[src/rtl/bias_pwr_seq.sv]
// Bias generator power sequencer: wake, confirm bias, enable amp then comparator.
// Reverse-order shutdown; sticky fault if bias never appears or collapses.
module bias_pwr_seq #(
    parameter int WAKE_CYCLES    = 16,
    parameter int TIMEOUT_CYCLES = 64,
    parameter int SETTLE_CYCLES  = 8,
    parameter int CNT_W          = 8
) (
    input  logic       clk,
    input  logic       rst,
    input  logic       en_req,
    input  logic       bias_ok,
    output logic       pwdn,
    output logic       amp_en,
    output logic       cmp_en,
    output logic       ready,
    output logic       fault,
    output logic [2:0] state
);

    typedef enum logic [2:0] {
        S_OFF    = 3'd0,
        S_WAKE   = 3'd1,
        S_CHECK  = 3'd2,
        S_SETTLE = 3'd3,
        S_RUN    = 3'd4,
        S_SHUT1  = 3'd5,
        S_SHUT2  = 3'd6,
        S_FAULT  = 3'd7
    } state_t;

    localparam logic [CNT_W-1:0] WAKE_LD = CNT_W'(WAKE_CYCLES - 1);
    localparam logic [CNT_W-1:0] TMO_LD  = CNT_W'(TIMEOUT_CYCLES - 1);
    localparam logic [CNT_W-1:0] SET_LD  = CNT_W'(SETTLE_CYCLES - 1);
    localparam logic [CNT_W-1:0] ONE     = CNT_W'(1);

    state_t           state_q;
    logic [CNT_W-1:0] cnt;
    logic             sync1;
    logic             sync2;
    logic             bok;

    assign bok   = sync2;
    assign state = state_q;

    // Two-flop synchronizer for the asynchronous bias level detector
    always_ff @(posedge clk) begin
        if (rst) begin
            sync1 <= 1'b0;
            sync2 <= 1'b0;
        end else begin
            sync1 <= bias_ok;
            sync2 <= sync1;
        end
    end

    // Sequencer FSM with registered outputs; counter only loaded or decremented when nonzero
    always_ff @(posedge clk) begin
        if (rst) begin
            state_q <= S_OFF;
            cnt     <= '0;
            pwdn    <= 1'b1;
            amp_en  <= 1'b0;
            cmp_en  <= 1'b0;
            ready   <= 1'b0;
            fault   <= 1'b0;
        end else begin
            case (state_q)
                S_OFF: begin
                    if (en_req) begin
                        state_q <= S_WAKE;
                        pwdn    <= 1'b0;
                        cnt     <= WAKE_LD;
                    end
                end
                S_WAKE: begin
                    if (!en_req) begin
                        state_q <= S_OFF;
                        pwdn    <= 1'b1;
                        amp_en  <= 1'b0;
                    end else if (cnt == '0) begin
                        state_q <= S_CHECK;
                        cnt     <= TMO_LD;
                    end else begin
                        cnt <= cnt - ONE;
                    end
                end
                S_CHECK: begin
                    if (!en_req) begin
                        state_q <= S_OFF;
                        pwdn    <= 1'b1;
                        amp_en  <= 1'b0;
                    end else if (bok) begin
                        state_q <= S_SETTLE;
                        amp_en  <= 1'b1;
                        cnt     <= SET_LD;
                    end else if (cnt == '0) begin
                        state_q <= S_FAULT;
                        pwdn    <= 1'b1;
                        amp_en  <= 1'b0;
                        fault   <= 1'b1;
                    end else begin
                        cnt <= cnt - ONE;
                    end
                end
                S_SETTLE: begin
                    if (!bok) begin
                        state_q <= S_FAULT;
                        pwdn    <= 1'b1;
                        amp_en  <= 1'b0;
                        fault   <= 1'b1;
                    end else if (!en_req) begin
                        state_q <= S_OFF;
                        pwdn    <= 1'b1;
                        amp_en  <= 1'b0;
                    end else if (cnt == '0) begin
                        state_q <= S_RUN;
                        cmp_en  <= 1'b1;
                        ready   <= 1'b1;
                    end else begin
                        cnt <= cnt - ONE;
                    end
                end
                S_RUN: begin
                    if (!bok) begin
                        state_q <= S_FAULT;
                        pwdn    <= 1'b1;
                        amp_en  <= 1'b0;
                        cmp_en  <= 1'b0;
                        ready   <= 1'b0;
                        fault   <= 1'b1;
                    end else if (!en_req) begin
                        state_q <= S_SHUT1;
                        cmp_en  <= 1'b0;
                        ready   <= 1'b0;
                    end
                end
                S_SHUT1: begin
                    state_q <= S_SHUT2;
                    amp_en  <= 1'b0;
                end
                S_SHUT2: begin
                    state_q <= S_OFF;
                    pwdn    <= 1'b1;
                end
                S_FAULT: begin
                    if (!en_req) begin
                        state_q <= S_OFF;
                        fault   <= 1'b0;
                    end
                end
                default: begin
                    state_q <= S_OFF;
                    pwdn    <= 1'b1;
                    amp_en  <= 1'b0;
                    cmp_en  <= 1'b0;
                    ready   <= 1'b0;
                    fault   <= 1'b0;
                end
            endcase
        end
    end

endmodule

[config.mk]
export PLATFORM = sky130hd
export DESIGN_NAME = bias_pwr_seq
export DESIGN_NICKNAME = d
export VERILOG_FILES = /design/src/rtl/bias_pwr_seq.sv
export SDC_FILE = /design/constraint.sdc
export NUM_CORES = 1
export LEC_CHECK = 0
export ABC_AREA = 1
export CAP_MARGIN = 20
export CORE_ASPECT_RATIO = 1.4
export CORE_MARGIN = 10
export CORE_UTILIZATION = 40
export CTS_CLUSTER_DIAMETER = 40
export DETAILED_ROUTE_END_ITERATION = 10
export PLACE_DENSITY = 0.66
export SLEW_MARGIN = 20
export SYNTH_ARGS = -nofsm -noshare
export SYNTH_HDL_FRONTEND = slang
export SYNTH_SLANG_ARGS = --single-unit
[constraint.sdc]
create_clock -name clk -period 2.05 [get_ports clk]
set_input_delay 0.205 -clock clk [delete_from_list [all_inputs] [get_ports clk]]
set_output_delay 0.205 -clock clk [all_outputs]
set_load 0.01 [all_outputs]
After elaboration in Yosys (flattened, before gate mapping)
Cells that the tools add are included.
{"block": "op_classes", "n_eq_ne": 24, "muxes": 44, "n_addsub": 1, "n_reduce_logical": 14}
{"op": "8-bit two-way mux", "n": 8}
{"op": "3-bit two-way mux", "n": 12}
{"op": "8-bit one-hot mux with 4 select lines", "n": 1}
{"op": "3-bit one-hot mux with 8 select lines", "n": 1}
{"op": "2-bit inequality test, second input constant", "n": 11}
{"op": "1-bit two-way mux", "n": 18}
{"op": "6-bit AND reduction", "n": 3}
{"op": "3-bit == test, second input constant", "n": 4}
{"op": "3-bit inequality test, second input constant", "n": 4}
{"op": "5-bit AND reduction", "n": 2}
{"op": "8-bit zero test", "n": 1}
{"op": "4-bit inequality test, second input constant", "n": 2}
{"op": "8-bit by 1-bit subtractor with 8-bit output, second input constant", "n": 1}
{"op": "3-bit by 2-bit == test with 1-bit output, second input constant", "n": 2}
{"op": "1-bit one-hot mux with 6 select lines", "n": 1}
{"op": "6-bit nonzero test", "n": 1}
{"op": "1-bit one-hot mux with 5 select lines", "n": 1}
{"op": "5-bit nonzero test", "n": 1}
{"op": "4-bit nonzero test", "n": 1}
{"op": "3-bit by 1-bit == test with 1-bit output, second input constant", "n": 1}
{"op": "3-bit zero test", "n": 1}
{"op": "1-bit one-hot mux with 3 select lines", "n": 1}
{"op": "3-bit AND reduction", "n": 1}
{"op": "3-bit nonzero test", "n": 1}
{"op": "other kinds (3)", "n": 3}
{"block": "word_totals", "out_inout_bits": 8, "reg_bits": 17, "inputBits": 4, "elab_cells": 91}

Logic depth before layout (Yosys ltp)
Gate-level depths: netlist of the first run.
{"block": "depth", "depth_word": 5, "mapped_depth": 12, "mapped_depth_nobuf": 11}

Worst setup path after synthesis of the first run
Ideal clock, no wire load.
{"block": "synth_path", "kind": "register -> register", "start": "reg cnt[0]", "end": "reg cnt[0]", "synth_period_minus_slack_ns": 1.643, "setup_time_ns": 0.124, "setup_slack_ns": 0.407, "stages_incl_launch_ff": 12, "arrival_time_ns": 1.519, "cell_sequence": "dfxtp_1 -> inv_1 -> ha_1 -> inv_1 -> nor2_1 -> nand2_1 -> buf_2 -> ha_1 -> o21ai_0 -> nand2_1 -> o21ai_1 -> nor2_1"}
{"block": "synth_via", "elab_chain_cells": 5, "word_cells_on_any_way": 10}
{"item": "from (decl)", "line_no": "38", "text": "logic [CNT_W-1:0] cnt;"}
{"item": "from (signal assigned)", "line_no": "85", "text": "cnt <= cnt - ONE;"}
{"item": "from (signal assigned)", "line_no": "103", "text": "cnt <= cnt - ONE;"}
{"item": "from (signal assigned)", "line_no": "121", "text": "cnt <= cnt - ONE;"}
{"item": "8-bit by 1-bit subtractor with 8-bit output or 8-bit zero test (tied branches)"}
{"item": "8-bit two-way mux", "line_no": "97, 116"}
{"item": "8-bit two-way mux (on tied branches)", "line_no": "112, 93"}
{"item": "8-bit two-way mux (on tied branches)", "line_no": "107, 89"}
{"item": "8-bit one-hot mux with 4 select lines (*)", "line_no": "68", "text": "case (state_q)"}
Mark *: on every way between the ends. The rest lies on a longest branch, timed or not. The select of a mux whose other input is x is not followed.
A chain may end at the register's enable or synchronous reset.

Final worst setup path of the first run
{"block": "layout_path", "start": "reg cnt[0]", "end": "reg state_q[2] (netlist: state[2])"}
{"block": "layout_via", "elab_chain_cells": 3, "word_cells_on_any_way": 5}
{"item": "8-bit zero test (*)", "line_no": "81, 97, 116"}
{"item": "4-bit inequality test (no line) or 3-bit inequality test (tied branches)"}
{"item": "6-bit AND reduction (no line) (*)"}
{"item": "to (signal assigned)", "line_no": "82", "text": "state_q <= S_CHECK;"}
{"item": "to (signal assigned)", "line_no": "98", "text": "state_q <= S_FAULT;"}
{"item": "to (signal assigned)", "line_no": "117", "text": "state_q <= S_RUN;"}
{"item": "to (decl)", "line_no": "37", "text": "state_t state_q;"}
Mark *: on every way between the ends. The rest lies on a longest branch, timed or not.

==> report_table.html, run 1 <==
<table>
<tr><th>Metric</th><th>Value</th></tr>
<tr><th colspan="2">Run status</th></tr>
<tr><td>Status</td><td>completed</td></tr>
<tr><th colspan="2">STA</th></tr>
<tr><td>Maximum clock frequency</td><td>569.4 MHz</td></tr>
<tr><td>Final-layout worst hold slack</td><td>403.6 ps</td></tr>
<tr><td>Minimum clock period after layout</td><td>1756 ps</td></tr>
<tr><td>Final setup viols</td><td>0</td></tr>
<tr><td>Setup TNS</td><td>0 ps</td></tr>
<tr><td>Share of the cycle needed by the critical path after routing</td><td>85.67%</td></tr>
<tr><td>Setup repair after global routing missed its margin</td><td>false</td></tr>
<tr><td>Final count of hold timing violations</td><td>0</td></tr>
<tr><td>Max-slew violation total from the final report</td><td>0</td></tr>
<tr><td>Worst clock skew</td><td>2.603 ps</td></tr>
<tr><td>Tightest slew margin relative to the limit</td><td>71.15%</td></tr>
<tr><td>Tightest Pin Transition</td><td>429.5 ps</td></tr>
<tr><th colspan="2">GRT</th></tr>
<tr><td>Gr ovfl total</td><td>0</td></tr>
<tr><td>Number of global-route vias before repair</td><td>1343</td></tr>
<tr><td>Total track usage</td><td>11.96%</td></tr>
<tr><td>Wire length of the first global-routing pass</td><td>5616 um</td></tr>
<tr><td>Number of antenna violations at the first check in global routing</td><td>0</td></tr>
<tr><td>Pin count of the biggest net entering global routing</td><td>12</td></tr>
<tr><th colspan="2">Job</th></tr>
<tr><td>Max-cap viol count</td><td>0</td></tr>
<tr><th colspan="2">Die</th></tr>
<tr><td>Chip width</td><td>67.34 um</td></tr>
<tr><td>Effective utilization at floorplan</td><td>40.97%</td></tr>
<tr><td>CORE AREA</td><td>3063 um^2</td></tr>
<tr><td>Overall die area</td><td>5810 um^2</td></tr>
<tr><td>Number of standard-cell rows in the floorplan</td><td>24</td></tr>
<tr><td>I/O pins</td><td>12</td></tr>
<tr><td>Vertical die dimension</td><td>86.28 um</td></tr>
<tr><th colspan="2">Drt</th></tr>
<tr><td>Routed via count divided by cell count</td><td>5.165</td></tr>
<tr><td>Met3 layer wire length in the routed design</td><td>192 um</td></tr>
<tr><td>Detailed Routing Iterations Pass 1</td><td>4</td></tr>
<tr><td>Wire length per cell</td><td>12.62 um</td></tr>
<tr><td>Highest metal layer used by the detailed router</td><td>met4</td></tr>
<tr><td>Iteration-0 DRC Markers</td><td>85</td></tr>
<tr><td>Met1 Routed Length</td><td>1395 um</td></tr>
<tr><td>Met2 WL post-DR</td><td>1641 um</td></tr>
<tr><td>Routed Antenna Nets</td><td>0</td></tr>
<tr><td>Total DRC errors in the routed layout</td><td>0</td></tr>
<tr><td>Via count of the routed design</td><td>1379</td></tr>
<tr><td>Total detailed-routing wirelength</td><td>3370 um</td></tr>
<tr><th colspan="2">Clock tree</th></tr>
<tr><td>Clock latency at the later pin of the worst-skew pair</td><td>250 ps</td></tr>
<tr><td>Number of buffers added by the clock tree synthesis step</td><td>3</td></tr>
<tr><td>CTS clk-pin slew, worst paths</td><td>70 ps</td></tr>
<tr><td>Buffer depth of the longest clock path</td><td>2</td></tr>
<tr><td>CTS hold repair buffers</td><td>0</td></tr>
<tr><td>CTS tree</td><td>done</td></tr>
<tr><td>Post-CTS repair timing setup buffer count</td><td>0</td></tr>
<tr><td>Count of clock tree sinks</td><td>17</td></tr>
<tr><td>H-tree levels</td><td>1</td></tr>
<tr><td>Total of cells resized after clock tree synthesis</td><td>0</td></tr>
<tr><td>Cell at the root of the clock tree</td><td>sky130_fd_sc_hd__clkbuf_8</td></tr>
<tr><th colspan="2">Hold path</th></tr>
<tr><td>Hold WC Path Type</td><td>reg2reg</td></tr>
<tr><th colspan="2">Finish</th></tr>
<tr><td>Fraction of final layout cells with drive strength greater than 1</td><td>7.456%</td></tr>
<tr><td>Number of nets in the layout</td><td>236</td></tr>
<tr><td>Commonest non-fill, non-tap cells in the layout</td><td>sky130_fd_sc_hd__nand2_1, sky130_fd_sc_hd__nor2_1, sky130_fd_sc_hd__inv_1, sky130_fd_sc_hd__nand3_1, sky130_fd_sc_hd__dfxtp_1</td></tr>
<tr><td>Layout area overhead</td><td>16.05%</td></tr>
<tr><td>Final antenna diode count</td><td>0</td></tr>
<tr><td>Final Core Density</td><td>47.55%</td></tr>
<tr><td>Most common cell after layout, fill and taps aside</td><td>sky130_fd_sc_hd__nand2_1</td></tr>
<tr><td>Final design instance area without fill</td><td>1456 um^2</td></tr>
<tr><th colspan="2">Synthesis</th></tr>
<tr><td>Distinct cell type count of the synthesized netlist</td><td>28</td></tr>
<tr><td>Avg Synthesized Cell Area</td><td>5.864 um^2</td></tr>
<tr><td>Portion of the post-synthesis area used by sequential elements</td><td>27.12%</td></tr>
<tr><td>Syn nets</td><td>221</td></tr>
<tr><td>Mapped cell area</td><td>1255 um^2</td></tr>
<tr><td>Count of state elements after synthesis</td><td>17</td></tr>
<tr><td>Yosys warns</td><td>0</td></tr>
<tr><td>Cell count after synthesis</td><td>214</td></tr>
<tr><th colspan="2">Place</th></tr>
<tr><td>Area post-placement</td><td>1411 um^2</td></tr>
<tr><td>Half-perimeter wire length of the detailed placement result</td><td>2706 um</td></tr>
<tr><td>Buffers on Ports</td><td>11</td></tr>
<tr><td>Final weighted congestion in routability-driven placement</td><td>0.9417</td></tr>
<tr><th colspan="2">Setup path</th></tr>
<tr><td>Critical setup path kind</td><td>reg2reg</td></tr>
<tr><td>CP Capture Type</td><td>flop</td></tr>
<tr><td>R2r setup slk</td><td>290 ps</td></tr>
<tr><td>Data arrival time at the worst-slack endpoint</td><td>1910 ps</td></tr>
<tr><td>Largest fanout of any net on the critical path</td><td>9</td></tr>
<tr><td>Type of origin of the critical path</td><td>flop</td></tr>
<tr><td>Critical path data required time</td><td>2200 ps</td></tr>
<tr><th colspan="2">Power</th></tr>
<tr><td>Leakage power summed over all cells</td><td>0.0006848 uW</td></tr>
<tr><td>Tot Pwr</td><td>2548 uW</td></tr>
<tr><td>Peak supply drop</td><td>0.8096 mV</td></tr>
<tr><td>Power density cells</td><td>1749 nW/um^2</td></tr>
</table>
[where the power goes]
group          internal [uW]  leakage (uW)  total [uW]  switching, uW
clock network            138     0.0000228         257            119
registers                455      0.000140         623            168
logic                    648      0.000522        1670           1020
[final timing paths]
| path | cells after the start | endpoint | startpoint |
|---|---|---|---|
| setup / recovery | 11 | state[2] | cnt[0] |
| hold / removal | 2 | bok | sync1 |
| setup reg to reg | 11 | state[2] | cnt[0] |
| hold reg to reg | 2 | bok | sync1 |
[per-layer routing]
layer,vias up,GRT usage [%]
li1,717,-
met1,596,12.94
met2,49,19.81
met3,17,2.326
met4,0,8.801
met5,-,0
[synthesized netlist by cell type]
cell,instances,area share (%)
sky130_fd_sc_hd__buf_4,3,1.8
sky130_fd_sc_hd__o211ai_1,2,1.2
sky130_fd_sc_hd__dfxtp_1,17,27
sky130_fd_sc_hd__o21ai_0,7,2.8
sky130_fd_sc_hd__nand2_2,1,0.50
sky130_fd_sc_hd__o22ai_1,1,0.50
sky130_fd_sc_hd__clkbuf_1,1,0.30
sky130_fd_sc_hd__a31oi_1,1,0.50
sky130_fd_sc_hd__inv_2,3,0.90
sky130_fd_sc_hd__ha_1,3,3.0
sky130_fd_sc_hd__and3_1,1,0.50
sky130_fd_sc_hd__nand4_1,5,2.5
sky130_fd_sc_hd__xor2_1,1,0.70
sky130_fd_sc_hd__o21bai_1,1,0.60
sky130_fd_sc_hd__nand3b_1,1,0.60
sky130_fd_sc_hd__nor2_4,1,0.90
sky130_fd_sc_hd__nand3_2,1,0.80
sky130_fd_sc_hd__inv_1,23,6.9
sky130_fd_sc_hd__nand2_1,60,18
sky130_fd_sc_hd__nand3_1,23,9.2
sky130_fd_sc_hd__nor2_1,33,9.9
sky130_fd_sc_hd__buf_6,1,0.90
sky130_fd_sc_hd__nor3_1,2,0.80
sky130_fd_sc_hd__nor2_2,2,1.0
sky130_fd_sc_hd__a21oi_1,11,4.4
sky130_fd_sc_hd__xnor2_1,1,0.70
sky130_fd_sc_hd__o21ai_1,6,2.4
sky130_fd_sc_hd__buf_2,2,0.80
[registers in the layout, summed over array words and instances (netlist names)]
signal and cells:
amp_en 1, state 3, sync1 1, pwdn 1, bok 1, ready 1
fault 1, cnt 8
[kinds of logic after synthesis]
| family | share of synthesized area (%) |
|---|---|
| buf+inv | 11.56 |
| flops | 27.12 |
| fa+ha+maj | 2.991 |
| xor+xnor | 1.396 |
| compound gates | 12.36 |
| simple gates | 44.57 |
[layout make-up]
class | count | area, um^2
clock buffer | 4 | 45.04
fill | 341 | 1607
inverter | 26 | 97.59
multi-input combinational | 164 | 769.5
sequential | 17 | 340.3
tap | 39 | 48.80
timing repair buffer | 17 | 155.1
[worst max-delay path, cell delays in order (launching register included)]
cell and delay, ps:
sky130_fd_sc_hd__dfxtp_1 390, sky130_fd_sc_hd__inv_1 80, sky130_fd_sc_hd__ha_1 230, sky130_fd_sc_hd__inv_1 80, sky130_fd_sc_hd__nor2_1 50, sky130_fd_sc_hd__nand2_1 160, sky130_fd_sc_hd__buf_4 200, sky130_fd_sc_hd__nand2_1 80
sky130_fd_sc_hd__nand3_1 190, sky130_fd_sc_hd__nand2_1 80, sky130_fd_sc_hd__nand2_1 90, sky130_fd_sc_hd__nor2_1 40
[per-stage QoR]
stage	instances	worst slack, ps
finish	267	293.7
global route	267	139.0
CTS	267	292.4
detailed placement	263	233.7
global placement	263	277.2
floorplan	214	407.0
No activity file was read; power rests on OpenSTA's default activity.
==> run 2: changes to the inputs <==
ABC_AREA = unset   (was 1)
PLACE_DENSITY = 0.67   (was 0.66)
==> run 2 against run 1 <==
Net effect: design area rose by 2.2%; clock power fell by 3%; largest power group unchanged; flip-flop and latch count did not move; first-iteration DRC count fell by 53%.
==> report_table.html, run 2 <==
<table>
<tr><th>Metric</th><th>Value</th></tr>
<tr><th colspan="2">GRT</th></tr>
<tr><td>Number of antenna violations at the first check in global routing</td><td>0 (unchanged)</td></tr>
<tr><td>Pin count of the biggest net entering global routing</td><td>17 (+5)</td></tr>
<tr><td>Number of global-route vias before repair</td><td>1214 (-9.6%)</td></tr>
<tr><td>Gr ovfl total</td><td>0 (unchanged)</td></tr>
<tr><td>Total track usage</td><td>11.90% (-0.056 points)</td></tr>
<tr><td>Wire length of the first global-routing pass</td><td>5430 um (-3.3%)</td></tr>
<tr><th colspan="2">STA</th></tr>
<tr><td>Share of the cycle needed by the critical path after routing</td><td>94.43% (+8.8 points)</td></tr>
<tr><td>Minimum clock period after layout</td><td>1936 ps (+179.6 ps)</td></tr>
<tr><td>Final count of hold timing violations</td><td>0 (unchanged)</td></tr>
<tr><td>Final setup viols</td><td>0 (unchanged)</td></tr>
<tr><td>Tightest Pin Transition</td><td>454.4 ps (+24.97 ps)</td></tr>
<tr><td>Tightest slew margin relative to the limit</td><td>68.92% (-2.2 points)</td></tr>
<tr><td>Final critical-path setup slack</td><td>114.1 ps (-179.6 ps)</td></tr>
<tr><td>Max-slew violation total from the final report</td><td>0 (unchanged)</td></tr>
<tr><td>Maximum clock frequency</td><td>516.6 MHz (-9.3%)</td></tr>
<tr><td>Final-layout worst hold slack</td><td>449.2 ps (+45.61 ps)</td></tr>
<tr><td>Worst clock skew</td><td>1.849 ps (-0.7542 ps)</td></tr>
<tr><th colspan="2">Setup path</th></tr>
<tr><td>Critical setup path kind</td><td>reg2reg</td></tr>
<tr><td>Number of cells traversed by the worst register-to-register path</td><td>9 (-2)</td></tr>
<tr><td>Critical-path top delay cell</td><td>sky130_fd_sc_hd__dfxtp_4</td></tr>
<tr><td>Crit path max-delay family</td><td>simple AND/OR/NAND/NOR gates</td></tr>
<tr><td>Type of origin of the critical path</td><td>flop</td></tr>
<tr><td>Endpoint of the worst register-to-register path</td><td>cnt[0]</td></tr>
<tr><td>Worst setup path startpoint</td><td>cnt[4]</td></tr>
<tr><td>Crit-path most repeated cell</td><td>sky130_fd_sc_hd__inv_1</td></tr>
<tr><td>Largest fanout of any net on the critical path</td><td>4 (-5)</td></tr>
<tr><td>Critical R2R Launch</td><td>cnt[4]</td></tr>
<tr><td>R2r setup slk</td><td>110 ps (-180 ps)</td></tr>
<tr><td>Sum of buffers and inverters on the critical path</td><td>2 (-1)</td></tr>
<tr><td>CP Capture Type</td><td>flop</td></tr>
<tr><td>Worst-path cell chain</td><td>nor4_4 -&gt; and3_4 -&gt; inv_1 -&gt; ha_1 -&gt; inv_1 -&gt; mux2_2 -&gt; a22oi_2 -&gt; nor2_1 -&gt; a211oi_1</td></tr>
<tr><td>Slowest Stage Delay on Critical Path</td><td>360 ps (-30 ps)</td></tr>
<tr><td>Data arrival time at the worst-slack endpoint</td><td>2100 ps (+190 ps)</td></tr>
<tr><td>Critical path data required time</td><td>2220 ps (+20 ps)</td></tr>
<tr><th colspan="2">Place</th></tr>
<tr><td>Half-perimeter wire length of the detailed placement result</td><td>2388 um (-12%)</td></tr>
<tr><td>Final weighted congestion in routability-driven placement</td><td>0.8595 (-8.7%)</td></tr>
<tr><td>Post-placement worst setup slack</td><td>-72.22 ps (-306.0 ps)</td></tr>
<tr><td>Buffers on Ports</td><td>11 (unchanged)</td></tr>
<tr><th colspan="2">Power</th></tr>
<tr><td>Power density cells</td><td>1014 nW/um^2 (-42%)</td></tr>
<tr><td>Leakage power summed over all cells</td><td>0.0005659 uW (-17%)</td></tr>
<tr><td>Peak supply drop</td><td>0.7380 mV (-8.8%)</td></tr>
<tr><th colspan="2">Hold path</th></tr>
<tr><td>Hold worst-path end</td><td>bok</td></tr>
<tr><td>Hold path startpoint</td><td>sync1</td></tr>
<tr><td>Hold WC Path Type</td><td>reg2reg</td></tr>
<tr><td>Number of instances on the worst hold path</td><td>1 (-1)</td></tr>
<tr><th colspan="2">Synthesis</th></tr>
<tr><td>Most frequent cells after synthesis</td><td>sky130_fd_sc_hd__dfxtp_1, sky130_fd_sc_hd__nor2_1, sky130_fd_sc_hd__nand2_1, sky130_fd_sc_hd__o21ai_0, sky130_fd_sc_hd__a21oi_1</td></tr>
<tr><td>Syn nets</td><td>158 (-29%)</td></tr>
<tr><td>Avg Synthesized Cell Area</td><td>7.764 um^2 (+32%)</td></tr>
<tr><td>Count of state elements after synthesis</td><td>17 (unchanged)</td></tr>
<tr><td>Synth top area cells</td><td>sky130_fd_sc_hd__dfxtp_1, sky130_fd_sc_hd__nor2_1, sky130_fd_sc_hd__o21ai_0, sky130_fd_sc_hd__nand2_1, sky130_fd_sc_hd__a21oi_1</td></tr>
<tr><td>Portion of the post-synthesis area used by sequential elements</td><td>29.03% (+1.9 points)</td></tr>
<tr><td>Asr flop ratio synth</td><td>0% (unchanged)</td></tr>
<tr><td>Synth Flop Type</td><td>sky130_fd_sc_hd__dfxtp_1</td></tr>
<tr><td>Yosys warns</td><td>0 (unchanged)</td></tr>
<tr><td>Dominant cell type by area after synthesis</td><td>sky130_fd_sc_hd__dfxtp_1</td></tr>
<tr><td>Number of synthesized flops with an enable pin</td><td>0 (unchanged)</td></tr>
<tr><td>Yosys top cell area share</td><td>29.03% (+1.9 points)</td></tr>
<tr><td>Distinct cell type count of the synthesized netlist</td><td>44 (+57%)</td></tr>
<tr><td>Most common cell in the netlist</td><td>sky130_fd_sc_hd__dfxtp_1</td></tr>
<tr><td>Mapped cell area</td><td>1172 um^2 (-6.6%)</td></tr>
<tr><td>Cell count after synthesis</td><td>151 (-29%)</td></tr>
<tr><th colspan="2">Die</th></tr>
<tr><td>I/O pins</td><td>12 (unchanged)</td></tr>
<tr><td>Vertical die dimension</td><td>84.06 um (-2.6%)</td></tr>
<tr><td>CORE AREA</td><td>2849 um^2 (-7.0%)</td></tr>
<tr><td>Number of standard-cell rows in the floorplan</td><td>23 (-4.2%)</td></tr>
<tr><td>Chip width</td><td>65.76 um (-2.4%)</td></tr>
<tr><td>Overall die area</td><td>5527 um^2 (-4.9%)</td></tr>
<tr><td>Effective utilization at floorplan</td><td>41.15% (+0.18 points)</td></tr>
<tr><th colspan="2">Clock tree</th></tr>
<tr><td>CTS hold repair buffers</td><td>0 (unchanged)</td></tr>
<tr><td>Number of buffers added by the clock tree synthesis step</td><td>3 (unchanged)</td></tr>
<tr><td>Buffer depth of the longest clock path</td><td>2 (unchanged)</td></tr>
<tr><td>H-tree levels</td><td>1 (unchanged)</td></tr>
<tr><td>Cell at the root of the clock tree</td><td>sky130_fd_sc_hd__clkbuf_8</td></tr>
<tr><td>CTS tree</td><td>done</td></tr>
<tr><td>CTS clk-pin slew, worst paths</td><td>70 ps (about the same)</td></tr>
<tr><td>Clock latency at the later pin of the worst-skew pair</td><td>250 ps (about the same)</td></tr>
<tr><td>Count of clock tree sinks</td><td>17 (unchanged)</td></tr>
<tr><th colspan="2">Run status</th></tr>
<tr><td>Status</td><td>completed</td></tr>
<tr><th colspan="2">Finish</th></tr>
<tr><td>Final antenna diode count</td><td>0 (unchanged)</td></tr>
<tr><td>Most common cell after layout, fill and taps aside</td><td>sky130_fd_sc_hd__buf_4</td></tr>
<tr><td>Number of flip-flops in the largest register</td><td>8 (unchanged)</td></tr>
<tr><td>Fraction of final layout cells with drive strength greater than 1</td><td>19.54% (+12 points)</td></tr>
<tr><td>Commonest non-fill, non-tap cells in the layout</td><td>sky130_fd_sc_hd__buf_4, sky130_fd_sc_hd__nor2_1, sky130_fd_sc_hd__dfxtp_1</td></tr>
<tr><td>Largest register by flop count</td><td>cnt</td></tr>
<tr><td>Number of nets in the layout</td><td>182 (-23%)</td></tr>
<tr><td>Final Core Density</td><td>52.26% (+4.7 points)</td></tr>
<tr><td>Layout area overhead</td><td>27.00%</td></tr>
<tr><td>Count of fill cells added during filler insertion</td><td>278 (-18%)</td></tr>
<tr><th colspan="2">Drt</th></tr>
<tr><td>Via count of the routed design</td><td>1208 (-12%)</td></tr>
<tr><td>Total DRC errors in the routed layout</td><td>0 (unchanged)</td></tr>
<tr><td>Routed via count divided by cell count</td><td>5.725 (+11%)</td></tr>
<tr><td>Wire length per cell</td><td>14.92 um (+18%)</td></tr>
<tr><td>Detailed Routing Iterations Pass 1</td><td>4 (unchanged)</td></tr>
<tr><td>Total detailed-routing wirelength</td><td>3149 um (-6.6%)</td></tr>
<tr><td>Routed Antenna Nets</td><td>0 (unchanged)</td></tr>
<tr><td>Iteration-0 DRC Markers</td><td>40 (-53%)</td></tr>
<tr><th colspan="2">Job</th></tr>
<tr><td>Max-cap viol count</td><td>0 (unchanged)</td></tr>
</table>
run 2: area by class of cell:
class | instances | area (um^2) | area share [%]
Multi-Input combinational cell | 115 | 767.0 | 51.51
Timing Repair Buffer | 31 | 260.3 | 17.48
Inverter | 7 | 26.28 | 1.765
Tap cell | 37 | 46.29 | 3.109
Sequential cell | 17 | 344.1 | 23.11
Clock buffer | 4 | 45.04 | 3.025
run 2: worst max path at each step:
stage | end | cells after the start | slack [ps]
floorplan | cnt[0] | 9 | 120
finish | cnt[0] | 9 | 110
detailed placement | state[2] | 6 | -70
CTS | cnt[0] | 9 | 50
global placement | state[2] | 6 | 80
global route | cnt[0] | 9 | -8
run 2: cells by family (layout without fill, tap and decap cells):
family,after synthesis,after routing,synth area share [%]
adders and majority gates,3,3,3.202
and+or+nand+nor,57,57,26.15
muxes,5,5,4.376
xor gates and xnor gates,5,5,3.736
buffers and inverters,19,42,6.937
AOI/OAI and AO/OA,45,45,26.58
DFF,17,17,29.03
run 2: layer usage:
metal	vias up	global-route usage (%)	wire [um]
met5	-	0	0
met4	0	4.883	49
met3	7	2.957	146
met2	23	20.99	1666
met1	586	12.74	1286
li1	592	-	-
run 2: where the power goes:
part	internal, uW	switching [uW]	total, uW
Clock	138	112	250
Combinational	390	408	798
Sequential	389	73.5	462
run 2: timing repair:
| action | CTS | global route |
|---|---|---|
| buffers inserted | 0 | 0 |
| gates resized for setup | 0 | 6 |
| endpoints found under the setup margin | 0 | 2 |
run 2: worst register-to-register path, stage by stage, from the launching register on:
cell and delay (ps):
sky130_fd_sc_hd__dfxtp_4 360, sky130_fd_sc_hd__nor4_4 300, sky130_fd_sc_hd__and3_4 230, sky130_fd_sc_hd__inv_1 50, sky130_fd_sc_hd__ha_1 260, sky130_fd_sc_hd__inv_1 50, sky130_fd_sc_hd__mux2_2 260, sky130_fd_sc_hd__a22oi_2 120
sky130_fd_sc_hd__nor2_1 60, sky130_fd_sc_hd__a211oi_1 150
run 2: per-stage QoR:
stage	total power, uW	instance area [um^2]	TNS (ps)	instances
after floorplan	970.7	1172	0	151
after global placement	1224	1424	0	207
after detailed placement	1241	1424	-82.16	207
after CTS	1504	1469	0	211
after global routing	1630	1489	-7.649	211
final	1510	1489	0	211
==> run 3: changes to the inputs <==
DONT_BUFFER_PORTS = 1   (was unset)
PLACE_DENSITY = 0.61   (was 0.67)
==> run 3 against run 2 <==
Net effect: sequential share of layout area up 2.4 points; flip-flop and latch count unchanged; clock skew up 3.1 ps; worst hold slack worse by 440 ps.
==> report_table.html, run 3 (synthesized netlist as in run 2, its figures left out) <==
<table>
<tr><th>Metric</th><th>Value</th></tr>
<tr><th colspan="2">Finish</th></tr>
<tr><td>Final antenna diode count</td><td>0 (unchanged)</td></tr>
<tr><td>Number of flip-flops in the largest register</td><td>8 (unchanged)</td></tr>
<tr><td>Final design instance area without fill</td><td>1351 um^2 (-9.2%)</td></tr>
<tr><td>Commonest non-fill, non-tap cells in the layout</td><td>sky130_fd_sc_hd__nor2_1, sky130_fd_sc_hd__dfxtp_1, sky130_fd_sc_hd__buf_4, sky130_fd_sc_hd__nand2_1, sky130_fd_sc_hd__o21ai_0</td></tr>
<tr><td>Area occupied by registers</td><td>345.3 um^2 (+0.36%)</td></tr>
<tr><td>Layout area overhead</td><td>15.26%</td></tr>
<tr><td>Largest register by flop count</td><td>cnt</td></tr>
<tr><td>Number of nets in the layout</td><td>166 (-8.8%)</td></tr>
<tr><td>Fraction of final layout cells with drive strength greater than 1</td><td>18.99% (-0.55 points)</td></tr>
<tr><td>Most common cell after layout, fill and taps aside</td><td>sky130_fd_sc_hd__nor2_1</td></tr>
<tr><td>Count of fill cells added during filler insertion</td><td>281 (+1.1%)</td></tr>
<tr><td>Area occupied by multi-input gates</td><td>772.0 um^2 (+0.65%)</td></tr>
<tr><td>Non-filler cells, final</td><td>195 (-7.6%)</td></tr>
<tr><th colspan="2">Power</th></tr>
<tr><td>Power density cells</td><td>1081 nW/um^2 (+6.5%)</td></tr>
<tr><td>Share of total power in sequential cells</td><td>32.5% (+1.9 points)</td></tr>
<tr><td>Tot Pwr</td><td>1460 uW (-3.3%)</td></tr>
<tr><td>Relative contribution of the clock network to total power</td><td>18.2% (+1.6 points)</td></tr>
<tr><td>Cell internal power dissipation</td><td>856.6 uW (-6.6%)</td></tr>
<tr><td>Peak supply drop</td><td>0.5912 mV (-20%)</td></tr>
<tr><td>Leakage power summed over all cells</td><td>0.0005038 uW (-11%)</td></tr>
<tr><td>Comb power frac</td><td>49.3% (-3.5 points)</td></tr>
<tr><td>Net Sw Power</td><td>603.5 uW (+1.7%)</td></tr>
<tr><td>Switching share of power</td><td>41.34% (+2.0 points)</td></tr>
<tr><th colspan="2">Setup path</th></tr>
<tr><td>Critical path data required time</td><td>2230 ps (about the same)</td></tr>
<tr><td>Critical-path top delay cell</td><td>sky130_fd_sc_hd__dfxtp_4</td></tr>
<tr><td>Crit-path most repeated cell</td><td>sky130_fd_sc_hd__inv_1</td></tr>
<tr><td>Slowest Stage Delay on Critical Path</td><td>360 ps (about the same)</td></tr>
<tr><td>Critical setup path kind</td><td>reg2reg</td></tr>
<tr><td>Largest fanout of any net on the critical path</td><td>4 (unchanged)</td></tr>
<tr><td>Worst-path cell chain</td><td>nor4_4 -&gt; and3_4 -&gt; inv_1 -&gt; ha_4 -&gt; inv_1 -&gt; mux2_2 -&gt; a22oi_2 -&gt; nor2_1 -&gt; a211oi_1</td></tr>
<tr><td>CP Capture Type</td><td>flop</td></tr>
<tr><td>Data arrival time at the worst-slack endpoint</td><td>2140 ps (+40 ps)</td></tr>
<tr><td>Type of origin of the critical path</td><td>flop</td></tr>
<tr><th colspan="2">Place</th></tr>
<tr><td>Half-perimeter wire length of the detailed placement result</td><td>2341 um (-2.0%)</td></tr>
<tr><td>Final weighted congestion in routability-driven placement</td><td>0.8547 (-0.56%)</td></tr>
<tr><td>Area post-placement</td><td>1254 um^2 (-12%)</td></tr>
<tr><td>Total instance count after detailed placement</td><td>188 (-9.2%)</td></tr>
<tr><td>Buffers on Ports</td><td>0 (-11)</td></tr>
<tr><th colspan="2">Die</th></tr>
<tr><td>Effective utilization at floorplan</td><td>41.15% (unchanged)</td></tr>
<tr><td>I/O pins</td><td>12 (unchanged)</td></tr>
<tr><td>Number of standard-cell rows in the floorplan</td><td>23 (unchanged)</td></tr>
<tr><td>Chip width</td><td>65.76 um (unchanged)</td></tr>
<tr><td>Overall die area</td><td>5527 um^2 (unchanged)</td></tr>
<tr><td>CORE AREA</td><td>2849 um^2 (unchanged)</td></tr>
<tr><td>Vertical die dimension</td><td>84.06 um (unchanged)</td></tr>
<tr><th colspan="2">STA</th></tr>
<tr><td>Final setup viols</td><td>0 (unchanged)</td></tr>
<tr><td>Worst clock skew</td><td>4.949 ps (+3.099 ps)</td></tr>
<tr><td>Share of the cycle needed by the critical path after routing</td><td>95.29% (+0.85 points)</td></tr>
<tr><td>Minimum clock period after layout</td><td>1953 ps (+17.45 ps)</td></tr>
<tr><td>Tightest slew margin relative to the limit</td><td>71.38% (+2.5 points)</td></tr>
<tr><td>Max-slew violation total from the final report</td><td>0 (unchanged)</td></tr>
<tr><td>Setup TNS</td><td>0 ps (unchanged)</td></tr>
<tr><td>Maximum clock frequency</td><td>511.9 MHz (-0.89%)</td></tr>
<tr><td>Final-layout worst hold slack</td><td>7.203 ps (-442.0 ps)</td></tr>
<tr><td>Final count of hold timing violations</td><td>0 (unchanged)</td></tr>
<tr><td>Tightest Pin Transition</td><td>424.7 ps (-29.69 ps)</td></tr>
<tr><th colspan="2">Drt</th></tr>
<tr><td>Met2 WL post-DR</td><td>1683 um (+1.0%)</td></tr>
<tr><td>Via count of the routed design</td><td>1147 (-5.0%)</td></tr>
<tr><td>Total DRC errors in the routed layout</td><td>0 (unchanged)</td></tr>
<tr><td>Highest metal layer used by the detailed router</td><td>met4</td></tr>
<tr><td>Routed Antenna Nets</td><td>0 (unchanged)</td></tr>
<tr><td>Routed via count divided by cell count</td><td>5.882 (+2.7%)</td></tr>
<tr><td>Total detailed-routing wirelength</td><td>3162 um (+0.41%)</td></tr>
<tr><td>Met3 layer wire length in the routed design</td><td>92 um (-37%)</td></tr>
<tr><td>Iteration-0 DRC Markers</td><td>46 (+15%)</td></tr>
<tr><td>Met1 Routed Length</td><td>1296 um (+0.78%)</td></tr>
<tr><td>Detailed Routing Iterations Pass 1</td><td>4 (unchanged)</td></tr>
<tr><td>Wire length per cell</td><td>16.22 um (+8.7%)</td></tr>
<tr><th colspan="2">GRT</th></tr>
<tr><td>Total track usage</td><td>12.24% (+0.34 points)</td></tr>
<tr><td>Wire length of the first global-routing pass</td><td>5416 um (-0.26%)</td></tr>
<tr><td>Gr ovfl total</td><td>0 (unchanged)</td></tr>
<tr><td>Number of antenna violations at the first check in global routing</td><td>0 (unchanged)</td></tr>
<tr><td>Number of global-route vias before repair</td><td>1159 (-4.5%)</td></tr>
<tr><td>Pin count of the biggest net entering global routing</td><td>19 (+2)</td></tr>
<tr><th colspan="2">Hold path</th></tr>
<tr><td>Hold WC Path Type</td><td>in2reg</td></tr>
<tr><th colspan="2">Run status</th></tr>
<tr><td>Status</td><td>completed</td></tr>
<tr><th colspan="2">Clock tree</th></tr>
<tr><td>H-tree levels</td><td>1 (unchanged)</td></tr>
<tr><td>CTS clk-pin slew, worst paths</td><td>70 ps (about the same)</td></tr>
<tr><td>Buffer depth of the longest clock path</td><td>2 (unchanged)</td></tr>
<tr><td>Count of clock tree sinks</td><td>17 (unchanged)</td></tr>
<tr><td>Clock latency at the later pin of the worst-skew pair</td><td>260 ps (about the same)</td></tr>
<tr><td>CTS tree</td><td>done</td></tr>
<tr><td>Number of buffers added by the clock tree synthesis step</td><td>3 (unchanged)</td></tr>
<tr><td>Cell at the root of the clock tree</td><td>sky130_fd_sc_hd__clkbuf_8</td></tr>
<tr><th colspan="2">Job</th></tr>
<tr><td>Max-cap viol count</td><td>0 (unchanged)</td></tr>
</table>
[run 3: final timing paths]
| path | start | end | slack (ps) | cells after the start |
|---|---|---|---|---|
| setup / recovery | cnt[2] | cnt[0] | 100 | 9 |
| hold / removal | rst | state[2] | 7 | 1 |
| setup reg to reg | cnt[2] | cnt[0] | 100 | 9 |
| hold reg to reg | sync1 | bok | 450 | 1 |
[run 3: area by class of cell]
class	instances	share of cell area, %
flip-flops and latches	17	25.56
clock inverters	1	0.3704
well taps	37	3.426
clock buffers	3	3.056
multi-input cells	115	57.13
inverters	7	1.944
repair buffers	15	8.518
[run 3: layer usage]
metal,vias up,global-route usage [%]
met3,8,1.747
li1,566,-
met1,543,11.97
met4,0,7.227
met5,-,0
met2,30,22.75
[run 3: stage by stage]
stage | util (%) | setup slack (ps)
finish | 47.43 | 96.64
floorplan | - | 120.0
global route | 47.43 | -6.361
global placement | 44.01 | 94.91
CTS | 45.63 | 23.93
detailed placement | 44.01 | 39.35
[run 3: power by group through the flow]
stage,clock network [uW],logic [uW],registers (uW)
detailed placement,0,667,479
global route,276,807,486
finish,266,720,474
CTS,266,670,472
global placement,0,654,474
floorplan,0,516,454
[run 3: critical path, delay by kind of cell (launching register included)]
kind | cells | cell delay [ps]
AND/OR/NAND/NOR | 3 | 620
flip-flops | 1 | 360
adder cells (fa/ha/maj) | 1 | 260
multiplexers | 1 | 260
AO/OA/AOI/OAI | 2 | 260
buffers and inverters | 2 | 110
[run 3: what timing repair did]
| action | in CTS | in global routing |
|---|---|---|
| resized for setup | 0 | 7 |
| hold buffers | 0 | 1 |
| hold endpoints to repair | 0 | 1 |
| endpoints found under the setup margin | 0 | 2 |
| buffers inserted | 0 | 2 |
==> edit: new RTL, settings of run 3 <==
Change the parameter `TIMEOUT_CYCLES` from 64 to 48.
--- a/src/rtl/bias_pwr_seq.sv
+++ b/src/rtl/bias_pwr_seq.sv
@@ -3,5 +3,5 @@
 module bias_pwr_seq #(
     parameter int WAKE_CYCLES    = 16,
-    parameter int TIMEOUT_CYCLES = 64,
+    parameter int TIMEOUT_CYCLES = 48,
     parameter int SETTLE_CYCLES  = 8,
     parameter int CNT_W          = 8
Check against the original RTL: no difference found for any inputs over 10 cycles, from zero or initial values and one cycle with rst high; that may be too few to reach the edited logic, so the function may still have changed.
==> edit against run 3 <==
- sequential cell count did not move
- total power up 27%
- critical path type unchanged
- design area shrank 4.5%
- clock skew grew 0.60 ps
- synthesized area grew 3.7%
- critical path depth fell by 1
- first-iteration DRC count decreased by 20%
- largest power group unchanged
- worst setup slack better by 110 ps
- wire length is 9.4% lower
- largest cell class unchanged
- combinational power grew 46%
==> edit: results (changes against run 3) <==
Fillers: 296 (was 281)
wirelength, routed: 2.86 mm (was 3.16 mm)
largest net degree at the start of global routing: 20 (was 19)
sequential share of the synthesized area: 28.0% (was 29.0%)
VDD IR max: 0.000587 V (was 0.000591 V)
P_leak: 0.452 nW (was 0.504 nW)
gr usage total: 10.6% (was 12.2%)
WP data arrival: 1990 ps (was 2140 ps)
final-report hold violation count: 0 (unchanged)
fin nets: 158 (was 166)
post-synthesis async set-or-reset flop share: 0% (unchanged)
syn_nets: 159 (was 158)
Post-CTS Repair Setup Buffers: 0 (unchanged)
CTS buffer count: 3 (unchanged)
combinational share of power: 56.7% (was 49.3%)
Slew headroom: 66.2% (was 71.4%)
DP HPWL: 2.08 mm (was 2.34 mm)
switch share: 46.0% (was 41.3%)
Largest register FFs: 8 (unchanged)
number of diodes: 0 (unchanged)
synth warn: 0 (unchanged)
layout cells sized above 1: 18.0% (was 19.0%)
Synth cell types: 57 (was 44)
Routability Congestion: 0.812 (was 0.855)
pre-CTS setup slack: 77.7 ps (was 39.4 ps)
DR iter-0 viols: 37 (was 46)
Root Driver: clkbuf_8 (unchanged)
CP max FO: 9 (was 4)
synth top area cells: dfxtp_1 (28%), a21oi_1 (5.3%), nor2_1 (4.3%), o21ai_0 (3.3%), ha_1 (3.1%) (was dfxtp_1 (29%), nor2_1 (5.1%), o21ai_0 (4.7%), nand2_1 (3.5%), a21oi_1 (3.4%))
Placed Area: 1230 um2 (was 1250 um2)
most common library cells after synthesis: dfxtp_1 (17), nor2_1 (14), a21oi_1 (13) (was dfxtp_1 (17), nor2_1 (16), nand2_1 (11), o21ai_0 (11), a21oi_1 (8))
DR vias/cell: 5.76 (was 5.88)
DRT Pass-1 Iters: 4 (unchanged)
clk pwr: 0.259 mW (was 0.266 mW)
Clock Skews: 5.55 ps (was 4.95 ps)
Reg clk slew, reported paths: 70 ps (about the same)
first-pass GRT wire length: 4.95 mm (was 5.42 mm)
largest register by flop count: cnt (unchanged)
status: complete, no violations (unchanged)
-- edit: cell count changes in the layout (fill, tap and decap cells not counted), moves of 3 or more --
cell and delta:
nand3_1 -3, mux2i_1 -3, a21oi_1 +5, a211oi_1 -4
o21ai_0 -3, buf_4 -9, o21ai_1 +3
-- edit: worst paths after layout --
check | endpoint | startpoint | slack [ps] | cells past startpoint
max | cnt[0] | cnt[0] | 210 | 8
min | bok | rst | 10 | 1
max reg2reg | cnt[0] | cnt[0] | 210 | 8
min reg2reg | bok | sync1 | 440 | 1
-- edit: per-layer routing --
layer  routed length, um  global-route usage, %
met1                1250                   12.1
met2                1460                   18.0
met3                  98                   2.24
met4                  57                   4.97
met5                   0                      0
-- edit: layout make-up --
class | instances | area share [%]
clock buffer | 3 | 3.20
clock inverter | 1 | 0.388
inverter | 7 | 2.23
multi-input combinational | 116 | 60.5
sequential | 17 | 26.4
tap | 37 | 3.59
timing repair buffer | 6 | 3.69
-- edit: cells by family after synthesis --
family	count (synthesis)	share of synthesized area, %
xor gates and xnor gates	4	2.88
buffers and inverters	19	7.92
DFF	17	28.0
AOI/OAI and AO/OA	48	27.5
and+or+nand+nor	57	27.2
adders and majority gates	4	3.91
muxes	3	2.67
-- edit: worst max-delay path: stages (launching register included) --
cell and delay (ps):
dfxtp_1 350, inv_1 90, ha_1 140, nor3b_1 240
and2_2 310, inv_4 80, ha_1 270, o211ai_1 170
a21oi_1 90
-- edit: stage by stage --
step,power (mW),util (%),hold slack [ps],cells
floorplan,1.41,-,333,152
global placement,1.57,42.4,272,182
detailed placement,1.58,42.4,273,182
CTS,1.85,44.0,4.93,186
global route,2.02,44.4,6.01,187
finish,1.85,44.4,10.4,187
